File: config.mk
export PLATFORM = sky130hd
export DESIGN_NAME = demux1x4_32b_dispatch
export DESIGN_NICKNAME = d
export VERILOG_FILES = /design/src/rtl/demux1x4_32b_dispatch_pkg.sv /design/src/rtl/demux1x4_32b_dispatch_lane_fifo2.sv /design/src/rtl/demux1x4_32b_dispatch.sv
export SDC_FILE = /design/constraint.sdc
export NUM_CORES = 1
export LEC_CHECK = 0
export CAP_MARGIN = 20
export CELL_PAD_IN_SITES_DETAIL_PLACEMENT = 0
export CELL_PAD_IN_SITES_GLOBAL_PLACEMENT = 1
export CORE_ASPECT_RATIO = 0.5
export CORE_MARGIN = 3
export CORE_UTILIZATION = 30
export CTS_CLUSTER_DIAMETER = 100
export CTS_CLUSTER_SIZE = 25
export DETAILED_ROUTE_END_ITERATION = 8
export HOLD_SLACK_MARGIN = 0.15
export PLACE_DENSITY_LB_ADDON = 0.25
export SLEW_MARGIN = 0
export SYNTH_ARGS = -nofsm -noshare
export SYNTH_HDL_FRONTEND = slang
export SYNTH_HIERARCHICAL = 1
export SYNTH_SLANG_ARGS = --single-unit
export TNS_END_PERCENT = 5
File: constraint.sdc
create_clock -name clk -period 3.83 [get_ports clk]
set_clock_uncertainty 0.1 [all_clocks]
set_input_delay 0.766 -clock clk [delete_from_list [all_inputs] [get_ports clk]]
set_output_delay 0.766 -clock clk [all_outputs]
set_load 0.02 [all_outputs]
File: src/rtl/demux1x4_32b_dispatch_pkg.sv
// Shared widths and lane codes for the 1-to-4 word dispatcher.
package demux1x4_32b_dispatch_pkg;

    localparam int unsigned WIDTH = 32;
    localparam int unsigned DEPTH = 2;
    localparam int unsigned CNT_W = 16;
    localparam int unsigned LANES = 4;
    localparam int unsigned SEL_W = 2;
    localparam int unsigned OCC_W = 2;

    typedef enum logic [SEL_W-1:0] {
        LANE_A = 2'b00,
        LANE_B = 2'b01,
        LANE_C = 2'b10,
        LANE_D = 2'b11
    } lane_e;

    // One-hot lane enable for a select code.
    function automatic logic [LANES-1:0] lane_onehot(input logic [SEL_W-1:0] sel);
        lane_onehot = LANES'(1) << sel;
    endfunction

endpackage

File: src/rtl/demux1x4_32b_dispatch_lane_fifo2.sv
// Two-entry register FIFO for one dispatcher lane, with head output and a
// wrapping count of words delivered to the consumer.
module demux_lane_fifo2
    import demux1x4_32b_dispatch_pkg::*;
(
    input  logic             clk,
    input  logic             rst_n,
    input  logic             push_i,
    input  logic [WIDTH-1:0] data_i,
    input  logic             ready_i,
    output logic             valid_o,
    output logic             full_o,
    output logic [WIDTH-1:0] head_o,
    output logic [CNT_W-1:0] cnt_o
);

    logic [OCC_W-1:0] occ_q, occ_d;
    logic [WIDTH-1:0] mem0_q, mem0_d;
    logic [WIDTH-1:0] mem1_q, mem1_d;
    logic [CNT_W-1:0] cnt_q, cnt_d;
    logic             full;
    logic             push;
    logic             pop;

    assign full = (occ_q == OCC_W'(DEPTH));
    assign push = push_i && !full;
    assign pop  = (occ_q != '0) && ready_i;

    // mem0 is always the head; mem1 holds the second entry when occupancy is 2.
    always_comb begin
        occ_d  = occ_q;
        mem0_d = mem0_q;
        mem1_d = mem1_q;
        cnt_d  = cnt_q;
        unique case ({push, pop})
            2'b10: begin
                if (occ_q == '0) begin
                    mem0_d = data_i;
                end else begin
                    mem1_d = data_i;
                end
                occ_d = occ_q + OCC_W'(1);
            end
            2'b01: begin
                mem0_d = mem1_q;
                occ_d  = occ_q - OCC_W'(1);
            end
            2'b11: begin
                mem0_d = data_i;
            end
            default: begin
            end
        endcase
        if (pop) begin
            cnt_d = cnt_q + CNT_W'(1);
        end
    end

    always_ff @(posedge clk) begin
        if (!rst_n) begin
            occ_q  <= '0;
            mem0_q <= '0;
            mem1_q <= '0;
            cnt_q  <= '0;
        end else begin
            occ_q  <= occ_d;
            mem0_q <= mem0_d;
            mem1_q <= mem1_d;
            cnt_q  <= cnt_d;
        end
    end

    assign valid_o = (occ_q != '0);
    assign full_o  = full;
    assign head_o  = mem0_q;
    assign cnt_o   = cnt_q;

endmodule

File: src/rtl/demux1x4_32b_dispatch.sv
// Registered 1-to-4 dispatcher: steers each accepted word to one of four
// independently buffered output lanes by a 2-bit select code.
module demux1x4_32b_dispatch
    import demux1x4_32b_dispatch_pkg::*;
(
    input  logic                  clk,
    input  logic                  rst_n,
    input  logic                  in_valid,
    output logic                  in_ready,
    input  logic [WIDTH-1:0]      in_data,
    input  logic [SEL_W-1:0]      select,
    output logic [LANES-1:0]      out_valid,
    input  logic [LANES-1:0]      out_ready,
    output logic [WIDTH-1:0]      out_a,
    output logic [WIDTH-1:0]      out_b,
    output logic [WIDTH-1:0]      out_c,
    output logic [WIDTH-1:0]      out_d,
    output logic [CNT_W-1:0]      cnt_a,
    output logic [CNT_W-1:0]      cnt_b,
    output logic [CNT_W-1:0]      cnt_c,
    output logic [CNT_W-1:0]      cnt_d
);

    logic [LANES-1:0] lane_full;
    logic [LANES-1:0] lane_push;
    logic [WIDTH-1:0] lane_head [LANES];
    logic [CNT_W-1:0] lane_cnt  [LANES];

    // Ready depends only on registered occupancy, never on out_ready.
    assign in_ready  = !lane_full[select];
    assign lane_push = (in_valid && in_ready) ? lane_onehot(select) : '0;

    for (genvar i = 0; i < int'(LANES); i++) begin : g_lane
        demux_lane_fifo2 u_fifo (
            .clk     (clk),
            .rst_n   (rst_n),
            .push_i  (lane_push[i]),
            .data_i  (in_data),
            .ready_i (out_ready[i]),
            .valid_o (out_valid[i]),
            .full_o  (lane_full[i]),
            .head_o  (lane_head[i]),
            .cnt_o   (lane_cnt[i])
        );
    end

    assign out_a = lane_head[LANE_A];
    assign out_b = lane_head[LANE_B];
    assign out_c = lane_head[LANE_C];
    assign out_d = lane_head[LANE_D];
    assign cnt_a = lane_cnt[LANE_A];
    assign cnt_b = lane_cnt[LANE_B];
    assign cnt_c = lane_cnt[LANE_C];
    assign cnt_d = lane_cnt[LANE_D];

endmodule

* Word level (Yosys, flattened, before mapping)
Cells that the tools add are included.
Storage, ports and cells: flip-flop bits (word level) 328, input port bits 41
Cells by class: add/subtract/negate cells 12, $lt $le $gt $ge 1, equal/unequal tests 20, shifts and indexed selects 1, mux-type cells 15, bitwise logic cells 4, reduce and logical (&&, ||, !) cells 38
Operators with widths (number):
- $pmux 32 s3 | 4
- $mux 32 | 4
- $add 16x1->16 const B | 4
- $eq 2x2->1 const B | 12
- $pmux 2 s2 | 4
- $reduce_and 2->1 | 8
- $reduce_bool 2->1 | 8
- $reduce_bool 3->1 | 4
- $logic_and 1x1->1 | 9
- $add 2x1->2 const B | 4
- $eq 2x1->1 const B | 4
- $logic_not 2->1 | 4
- $ne 2x1->1 const B | 4
- $sub 2x1->2 const B | 4
- $logic_not 1->1 | 5
- $mux 4 | 1
- $not 1->1 | 4
- $shl 1x2->4 const A | 1
- $lt 2x3->1 const B | 1
- $bmux 1 s2 | 1
- $mux 1 | 1

* Longest topological paths before layout
Gate-level depths: netlist (run 1).
word-level depth 10, depth in mapped cells 11, depth with buffers taken out 8

* Modules after synthesis
The synthesis (run 1) kept the hierarchy.
Modules (own cells, without submodules):
- demux_lane_fifo2 | times used 4, cells each 381, area each 3530.9 µm², seq. area each 1641.6 µm²
- demux1x4_32b_dispatch | times used 1, cells each 7, area each 61.3 µm², seq. area each 0.0 µm²

* Worst setup path before layout (run 1)
No wires, ideal clock.
path type input -> register, start point in select[1], end point reg g_lane[0].u_fifo.mem0_q[1], library setup time 0.087 ns, data arrival time 2.119 ns, data required time 3.643 ns, setup slack 1.524 ns, stages on the path 7, buffers on the path 2, cell sequence nor4b_1 nand2b_1 ha_1 clkbuf_1 buf_2 mux2i_1 a211oi_1
Between the ends: word-level cells in the longest chain between the ends 9
RTL lines:
- from (decl) | RTL line demux1x4_32b_dispatch.sv:11 | input logic [SEL_W-1:0] select,
- $bmux 1 s2 | RTL line demux1x4_32b_dispatch.sv:30 | assign in_ready = !lane_full[select];
- $mux 1 (implied by the code) | RTL line demux1x4_32b_dispatch.sv:30
- $logic_not 1->1 | RTL line demux1x4_32b_dispatch.sv:30
- $logic_and 1x1->1 | RTL line demux1x4_32b_dispatch.sv:31 | assign lane_push = (in_valid && in_ready) ? lane_onehot(select) : '0;
- $mux 4 (*) | RTL line demux1x4_32b_dispatch.sv:31
- $logic_and 1x1->1 (*) | RTL line demux1x4_32b_dispatch_lane_fifo2.sv:26 | assign push = push_i && !full;
- $eq 2x2->1 / $eq 2x1->1 (equally long branches) | RTL line demux1x4_32b_dispatch_lane_fifo2.sv:35 | unique case ({push, pop})
- $ne 2x1->1 (no source line) / $reduce_bool 3->1 (equally long branches)
- $reduce_and 2->1 (no source line)
- to (signal assigned) | RTL line demux1x4_32b_dispatch_lane_fifo2.sv:67 | mem0_q <= mem0_d;
- to (decl) | RTL line demux1x4_32b_dispatch_lane_fifo2.sv:18 | logic [WIDTH-1:0] mem0_q, mem0_d;
Mark *: on every way between the ends. The rest lies on a longest branch, timed or not. The select of a mux whose other input is x is not followed. A chain may end at the register's enable or synchronous reset.

* Final worst setup path (run 1)
start point in select[0], end point out in_ready
Between the ends: word-level cells in the longest chain between the ends 3
RTL lines:
- $bmux 1 s2 | RTL line demux1x4_32b_dispatch.sv:30
- $mux 1 (implied by the code) | RTL line demux1x4_32b_dispatch.sv:30
- $logic_not 1->1 | RTL line demux1x4_32b_dispatch.sv:30
- to (decl) | RTL line demux1x4_32b_dispatch.sv:9 | output logic in_ready,
Every way passes these cells. The select of a mux whose other input is x is not followed.

==> results.md, run 1 <==
- Outcome: complete, no violations
- Clock tree buffer depth: 3
- Post-synth top area cell: dfxtp_1
- GP Congestion: 0.760
- Dpl hpwl: 27,300 um
- Cell Area, Synth: 14,200 um^2
- Critical Path End Type: primary output
- DP Worst Slack: 369 ps
- Crit path arrival time: 2490 ps
- NumNets Final: 1,758
- Drt pass-1 iters: 5
- TritonCTS clock tree: built
- Area delta synth->final: 23.7%
- Post-CTS Setup Bufs: 0
- Seq/Total Area, Yosys: 46.3%
- Synth top area share: 46.3%
- Top cells by area, synth: dfxtp_1 46%, a211oi_2 9.9%, mux2i_1 9.0%
- Hold_buf cts: 0
- Port bufs: 237
- Vias in the first global route: 10.8k
- Initial antenna violation count: 0
- H-tree levels: 1
- Die W: 314 um
- First-pass GRT wire length: 64,600 um
- Fmax: 0.298 GHz
- Synth Area in Compound Gates: 18.1%
- Die Y: 160 um
- Pins Over Slew Limit: 0
- Cells after synthesis: 1,531
- Combinational share of power: 33.1%
- Multi-input logic area: 6960 um^2
- Sw Pwr: 3170 uW
- Root buffer cell: clkbuf_16
- Max-cap viol count: 0
- Syn_area_per_cell: 9.27 um^2
- Max-slew headroom: 52.3%
- Iter 0 DRT Violations: 487
- Worst hold-check path type: reg2reg
- PwrDens: 517 nW/um^2
- Core area: 46,000 um^2
- Synth top cells by count: 328 x dfxtp_1, 293 x nand2_1, 180 x nor2_1
- IO Pins: 238
- YS warnings: 6
- P_leak: 0.00550 uW
- Final setup fails: 0
- Setup ws final: 473 ps
- Multiplexer share of the synthesized area: 9.19%
- Antenna Nets Post-Route: 0
- Worst-Skew Late Latency: 520 ps
- Most numerous cell in the Yosys netlist: dfxtp_1
- DR DRC count: 0
- Number of fill cells in the layout: 4,730
- Synth Area in Adders: 1.06%
- Avg WL per Cell: 17.8 um
- Pint: 5900 uW
- Async SR Flop Fraction: 0%
- Total CTS buffers: 17
- CTS clk-pin slew, worst paths: 100 ps
- Sw Ratio: 35.0%
- Register area: 6570 um^2
- Final Hold Fails: 0
- Period utilization: 87.6%
- Die area: 50,100 um^2
- Syn nets: 1,584
- Sequential Power Share: 44.8%
- Via density: 4.75
- Worst Setup Start Kind: input pin
- Setup TNS: 0 ps
- CP Class: in2out
- Gr ovfl total: 0
- Initial Util: 30.9%
- Vias post-DR: 11.1k
- Resize count post-CTS: 0
- Worst EP required: 2960 ps
- Worst slew pin tran: 715 ps
- Largest family of logic cells by synthesized area: compound AO/OA/AOI/OAI gates
- CTS Sinks: 328
- Num rows: 55
- FF+latch count, synth: 328
- Tmin final: 3360 ps
- Peak supply drop: 221 uV
- Share of cells above drive strength 1: 10.9%
- Post-synth EDFFs: 0
- DRT Wirelength: 41,500 um
- Xor and xnor area share after synthesis: 3.46%
- Total GRT Usage: 16.1%
- Post-Synth Simple-Gate Area: 17.3%
- Unique cell type count in the Yosys netlist: 39
- Ys flop type: dfxtp_1
- Largest net degree at the start of global routing: 83
- RSZ-0062 raised after global routing: no
- Ant. Diodes: 0
- Largest fanout on the critical path: 5
- Clock Power Share: 22.1%
-- final timing paths --
| kind | slack (ps) | cells past startpoint | end | startpoint |
|---|---|---|---|---|
| max | 470 | 4 | in_ready | select[0] |
| min reg2reg | 360 | 2 | g_lane[3].u_fifo/mem1_q[21]$_SDFFE_PN0P_ | g_lane[3].u_fifo/mem1_q[21]$_SDFFE_PN0P_ |
| min | 360 | 2 | g_lane[3].u_fifo/mem1_q[21]$_SDFFE_PN0P_ | g_lane[3].u_fifo/mem1_q[21]$_SDFFE_PN0P_ |
| max reg2reg | 980 | 8 | g_lane[0].u_fifo/head_o[24]$_SDFFE_PN0P_ | g_lane[0].u_fifo/occ_q[1]$_SDFFE_PN0P_ |
-- layout make-up --
class                   instances  area share [%]
clock buffers                  17            2.42
clock inverters                 2           0.221
inverters                      17           0.392
multi-input cells            1078            39.7
flip-flops and latches        328            37.4
well taps                     627            4.47
repair buffers                263            15.4
-- logic make-up (layout without fill, tap and decap cells) --
family / after synthesis / in the layout
AO/OA/AOI/OAI: 308 / 308
flip-flops: 328 / 328
adder cells (fa/ha/maj): 12 / 12
multiplexers: 129 / 129
buffers and inverters: 125 / 299
AND/OR/NAND/NOR: 573 / 573
XOR/XNOR: 56 / 56
-- sequential cells by signal (all words and copies together), names as in the netlist --
signal	flops
g_lane.u_fifo/cnt_o	64
g_lane.u_fifo/head_o	128
g_lane.u_fifo/mem1_q	128
g_lane.u_fifo/occ_q	8
-- power groups by stage --
stage               Clock [uW]  Combinational (uW)  Sequential (uW)
finish                    2000                3000             4070
global route              2210                3230             4120
CTS                       2110                3050             4080
detailed placement           0                3040             4160
global placement             0                3020             4150
floorplan                    0                1600             4440
-- per-layer routing --
layer  global-route usage [%]  routed length (um)  part of all wire [%]  vias up
met1                     21.1               19200                    46     5356
met5                        0                   0                     0        -
met3                     2.02                1080                   2.6       35
li1                         -                   -                     -     5581
met2                     28.7               20500                    49      112
met4                     2.93                 737                   1.8        0
-- worst max-delay path, stage by stage --
cell and delay (ps):
clkdlybuf4s50_1 550, mux4_2 520, inv_1 60, clkdlybuf4s50_1 590
-- metrics by stage --
stage	util [%]	instances	instance area [um^2]	hold WS (ps)	total power (uW)
after global placement	37.2	2313	17100	341	7180
final	38.2	2332	17600	360	9070
after floorplan	-	1531	14200	336	6040
after global routing	38.2	2332	17600	376	9550
after CTS	38.2	2332	17600	361	9240
after detailed placement	37.2	2313	17100	346	7190
-- placed cells by master (no fill, tap or decap), types with 4 or more instances in the layout --
master | Yosys | final
dfxtp_1 | 328 | 328
and2_1 | 4 | 4
ha_1 | 12 | 8
a211oi_1 | 16 | 16
nor3_1 | 13 | 13
o2111a_1 | 4 | 4
a211oi_2 | 112 | 112
mux2i_1 | 128 | 128
buf_12 | 0 | 11
or2_0 | 4 | 4
or3_1 | 12 | 12
nor4_1 | 8 | 8
nor2b_1 | 4 | 4
nand3_1 | 12 | 12
buf_4 | 16 | 15
or2_4 | 4 | 4
nand4_2 | 4 | 4
a21oi_1 | 148 | 148
xnor2_1 | 28 | 28
clkdlybuf4s50_1 | 0 | 237
and4_1 | 4 | 4
clkinv_2 | 0 | 4
nand2_1 | 293 | 293
o2111ai_1 | 4 | 4
o21ai_0 | 12 | 12
nand2b_1 | 4 | 4
xor2_1 | 28 | 28
nor2_1 | 180 | 180
ha_2 | 0 | 4
o31ai_1 | 4 | 4
clkbuf_16 | 0 | 17
inv_1 | 13 | 13
or4_1 | 4 | 4
nand4_1 | 16 | 16
and4_4 | 4 | 4
o21ai_4 | 8 | 8
No activity file was read; power rests on OpenSTA's default activity.
==> inputs of run 2 (changes only) <==
Clock period 3.83 ns to 3.4 ns, I/O delays scaled along.
==> results.md, run 2 (synthesis gave the netlist of run 1 again) <==
- DR DRC count: 0
- Highest routed layer: met4
- Via density: 4.67
- R2R depth: 8
- Resize count post-CTS: 0
- Met2 WL: 20,500 um
- CTS clk-pin slew, worst paths: 100 ps
- Pins Over Slew Limit: 0
- Total GRT Usage: 16.1%
- Root buffer cell: clkbuf_16
- H-tree levels: 1
- First-pass GRT wire length: 64,200 um
- Die Y: 160 um
- Final Hold Fails: 0
- Num rows: 55
- Dpl hpwl: 27,200 um
- Total CTS buffers: 17
- Worst Setup Start Kind: input pin
- Met3 routed WL: 876 um
- PwrDens: 580 nW/um^2
- CP Class: in2out
- Tmin final: 3190 ps
- Max-slew headroom: 46.9%
- Worst slew pin tran: 796 ps
- DRT Wirelength: 41,300 um
- Largest fanout on the critical path: 5
- Vias in the first global route: 10.6k
- Multi-input logic area: 6960 um^2
- Leading cell type in the layout, fill and taps excluded: dfxtp_1
- Hold path cells: 2
- Period utilization: 93.8%
- Largest net degree at the start of global routing: 83
- Final core utilization: 38.4%
- GP Congestion: 0.764
- Setup ws final: 211 ps
- Met1 wire length: 19,300 um
- Hold_buf cts: 0
- Worst path slowest cell: clkdlybuf4s50_1
- Crit path arrival time: 2410 ps
- Antenna Nets Post-Route: 0
- Die W: 314 um
- Initial antenna violation count: 0
- Peak supply drop: 249 uV
- IO Pins: 238
- Worst path max stage delay: 590 ps
- Clock tree buffer depth: 3
- NumNets Final: 1,766
- Initial Util: 30.9%
- Most used cell, CP: clkdlybuf4s50_1
- Share of cells above drive strength 1: 11.3%
- Iter 0 DRT Violations: 464
- P_leak: 0.00555 uW
- DP Worst Slack: 212 ps
- Drt pass-1 iters: 4
- Gr ovfl total: 0
- Core area: 46,000 um^2
- Worst hold-check path type: reg2reg
- Worst-Skew Late Latency: 520 ps
- Register area: 6570 um^2
- Post-CTS Setup Bufs: 0
- Worst path buffer plus inverter count: 3
- Area delta synth->final: 24.5%
- CTS Sinks: 328
- Max-cap viol count: 0
- Ant. Diodes: 0
- Vias post-DR: 10.9k
- Final setup fails: 0
- Crit path depth: 4
- Hold Slack: 359 ps
- Critical Path End Type: primary output
- Most frequent cells in the layout: 328 x dfxtp_1, 293 x nand2_1, 237 x clkdlybuf4s50_1
- RSZ-0062 raised after global routing: no
- Setup TNS: 0 ps
- Delay-heaviest family, CP: buffers and inverters
- Fmax: 0.314 GHz
- Avg WL per Cell: 17.6 um
- Number of fill cells in the layout: 4,777
- Worst EP required: 2620 ps
- Outcome: complete, no violations
- TritonCTS clock tree: built
- Port bufs: 237
- Die area: 50,100 um^2
- Critical Path, Cell by Cell: clkdlybuf4s50_1, mux4_2, inv_1, clkdlybuf4s50_1
run 2: cell count changes in the layout (fill, tap and decap cells not counted):
cell and delta:
buf_4 +4, buf_12 +4
run 2: metrics by stage:
stage,instance area (um^2),cells,total power (uW)
6_report,17700,2340,10200
3_3_place_gp,17200,2321,8110
3_5_place_dp,17200,2321,8130
2_1_floorplan,14200,1531,6800
4_1_cts,17700,2340,10500
5_1_grt,17700,2340,10800
run 2: where the power goes:
group          leakage (uW)  switching, uW  total (uW)  internal [uW]
logic               0.00266           1950        3430           1470
clock network      0.000225           1340        2270            929
registers           0.00266            280        4550           4270
total               0.00555           3570       10200           6670
run 2: final timing paths:
path	startpoint	slack, ps	endpoint
worst max-delay path	select[0]	210	in_ready
worst min-delay path	g_lane[0].u_fifo/mem1_q[31]$_SDFFE_PN0P_	360	g_lane[0].u_fifo/mem1_q[31]$_SDFFE_PN0P_
worst max register to register	g_lane[0].u_fifo/occ_q[1]$_SDFFE_PN0P_	1010	g_lane[0].u_fifo/head_o[7]$_SDFFE_PN0P_
worst min register to register	g_lane[0].u_fifo/mem1_q[31]$_SDFFE_PN0P_	360	g_lane[0].u_fifo/mem1_q[31]$_SDFFE_PN0P_
run 2: routing by layer:
layer | vias up | global-route usage (%)
li1 | 5614 | -
met1 | 5202 | 21.2
met2 | 84 | 28.7
met3 | 28 | 2.10
met4 | 0 | 2.27
met5 | - | 0
run 2: area by class of cell:
type,instances,area share [%]
clock buffer,17,2.41
clock inverter,2,0.220
inverter,17,0.390
multi-input combinational,1078,39.4
sequential,328,37.2
tap,627,4.44
timing repair buffer,271,15.9
run 2: tightest hold or removal path, cell delays in order, from the launching register on:
cell,delay [ps]
dfxtp_1,320
nand2_1,50
a21oi_1,50
==> inputs of run 3 (changes only) <==
Settings changed: CORE_ASPECT_RATIO 0.5 to 0.6, CORE_UTILIZATION 30 to 41.
==> results.md, run 3 (synthesis gave the netlist of run 1 again) <==
- First-pass GRT wire length: 61,500 um
- Setup ws final: 171 ps
- CTS clk-pin slew, worst paths: 100 ps
- Critical Path End Type: primary output
- Worst EP required: 2620 ps
- P_leak: 0.00561 uW
- RSZ-0062 raised after global routing: no
- Post-CTS Setup Bufs: 0
- Peak supply drop: 450 uV
- Area delta synth->final: 23.8%
- Final core utilization: 51.8%
- H-tree levels: 1
- Via density: 5.15
- IO Pins: 238
- GP Congestion: 0.803
- Max-slew headroom: 27.3%
- Num rows: 52
- NumNets Final: 1,774
- Register area: 6570 um^2
- Leading cell type in the layout, fill and taps excluded: dfxtp_1
- CP Class: in2out
- DR DRC count: 0
- DRT Wirelength: 39,700 um
- Total Power Consumption: 10,300 uW
- Vias in the first global route: 10.6k
- Period utilization: 95.0%
- Gr ovfl total: 0
- Dpl hpwl: 27,200 um
- Die W: 246 um
- Share of cells above drive strength 1: 11.8%
- Initial Util: 41.8%
- Multi-input logic area: 6960 um^2
- Most frequent cells in the layout: 327 x dfxtp_1, 293 x nand2_1, 237 x clkdlybuf4s50_1
- Setup TNS: 0 ps
- Worst-Skew Late Latency: 530 ps
- Port bufs: 237
- Avg WL per Cell: 18.2 um
- Worst hold-check path type: reg2reg
- CTS Sinks: 328
- Total GRT Usage: 21.1%
- Largest fanout on the critical path: 5
- Hold Slack: 358 ps
- Largest net degree at the start of global routing: 83
- Clock tree buffer depth: 3
- Final setup fails: 0
- Number of fill cells in the layout: 3,136
- DP Worst Slack: 174 ps
- Outcome: complete, no violations
- TritonCTS clock tree: built
- Iter 0 DRT Violations: 575
- Pins Over Slew Limit: 0
- Worst slew pin tran: 1090 ps
- Antenna Nets Post-Route: 0
- Max-cap viol count: 0
- Core area: 33,900 um^2
- Final Hold Fails: 0
- Drt pass-1 iters: 4
- Crit path arrival time: 2450 ps
- Ant. Diodes: 0
- Tmin final: 3230 ps
- Die area: 36,900 um^2
- Vias post-DR: 11.2k
- Root buffer cell: clkbuf_16
- Fmax: 0.310 GHz
- Die Y: 150 um
- Worst Setup Start Kind: input pin
- Initial antenna violation count: 0
- PwrDens: 584 nW/um^2
- Total CTS buffers: 17
-- run 3: metrics by stage --
stage                     cell area, um^2  cells
after global placement              17100   2161
after detailed placement            17100   2161
final                               17600   2180
after CTS                           17600   2180
after global routing                17600   2180
after floorplan                     14200   1531
-- run 3: critical path, cell delays in order --
cell	delay (ps)
clkdlybuf4s50_1	560
mux4_2	520
inv_1	80
clkdlybuf4s50_1	610
-- run 3: path summary, 6_finish.rpt --
check | endpoint | cells past startpoint | startpoint | slack [ps]
setup / recovery | in_ready | 4 | select[0] | 170
hold / removal | g_lane[1].u_fifo/mem1_q[25]$_SDFFE_PN0P_ | 2 | g_lane[1].u_fifo/mem1_q[25]$_SDFFE_PN0P_ | 360
setup reg to reg | g_lane[3].u_fifo/head_o[10]$_SDFFE_PN0P_ | 7 | g_lane[3].u_fifo/occ_q[1]$_SDFFE_PN0P_ | 950
hold reg to reg | g_lane[1].u_fifo/mem1_q[25]$_SDFFE_PN0P_ | 2 | g_lane[1].u_fifo/mem1_q[25]$_SDFFE_PN0P_ | 360
-- run 3: repair_timing --
item	CTS	global route
hold buffers	0	0
gates resized for setup	0	1
endpoints found under the hold margin	0	0
setup endpoints to repair	0	1
-- run 3: layout make-up --
type / instances / share of cell area [%]
clock buffer: 17 / 2.42
inverter: 17 / 0.385
multi-input combinational: 1078 / 39.7
sequential: 328 / 37.4
clock inverter: 2 / 0.221
timing repair buffer: 279 / 16.7
tap: 459 / 3.27
-- run 3: layer usage --
layer / vias up / global-route usage, % / wire, um
met4: 0 / 3.21 / 473
met5: - / 0 / 0
met1: 5369 / 32.2 / 20400
met2: 208 / 31.5 / 16800
li1: 5622 / - / -
met3: 32 / 3.47 / 2010
-- run 3: power breakdown --
part | total, uW | switching [uW] | internal [uW] | leakage [uW]
Clock | 2220 | 1300 | 929 | 0.000225
Combinational | 3470 | 1960 | 1510 | 0.00272
Sequential | 4570 | 295 | 4270 | 0.00266
Total | 10300 | 3550 | 6710 | 0.00561
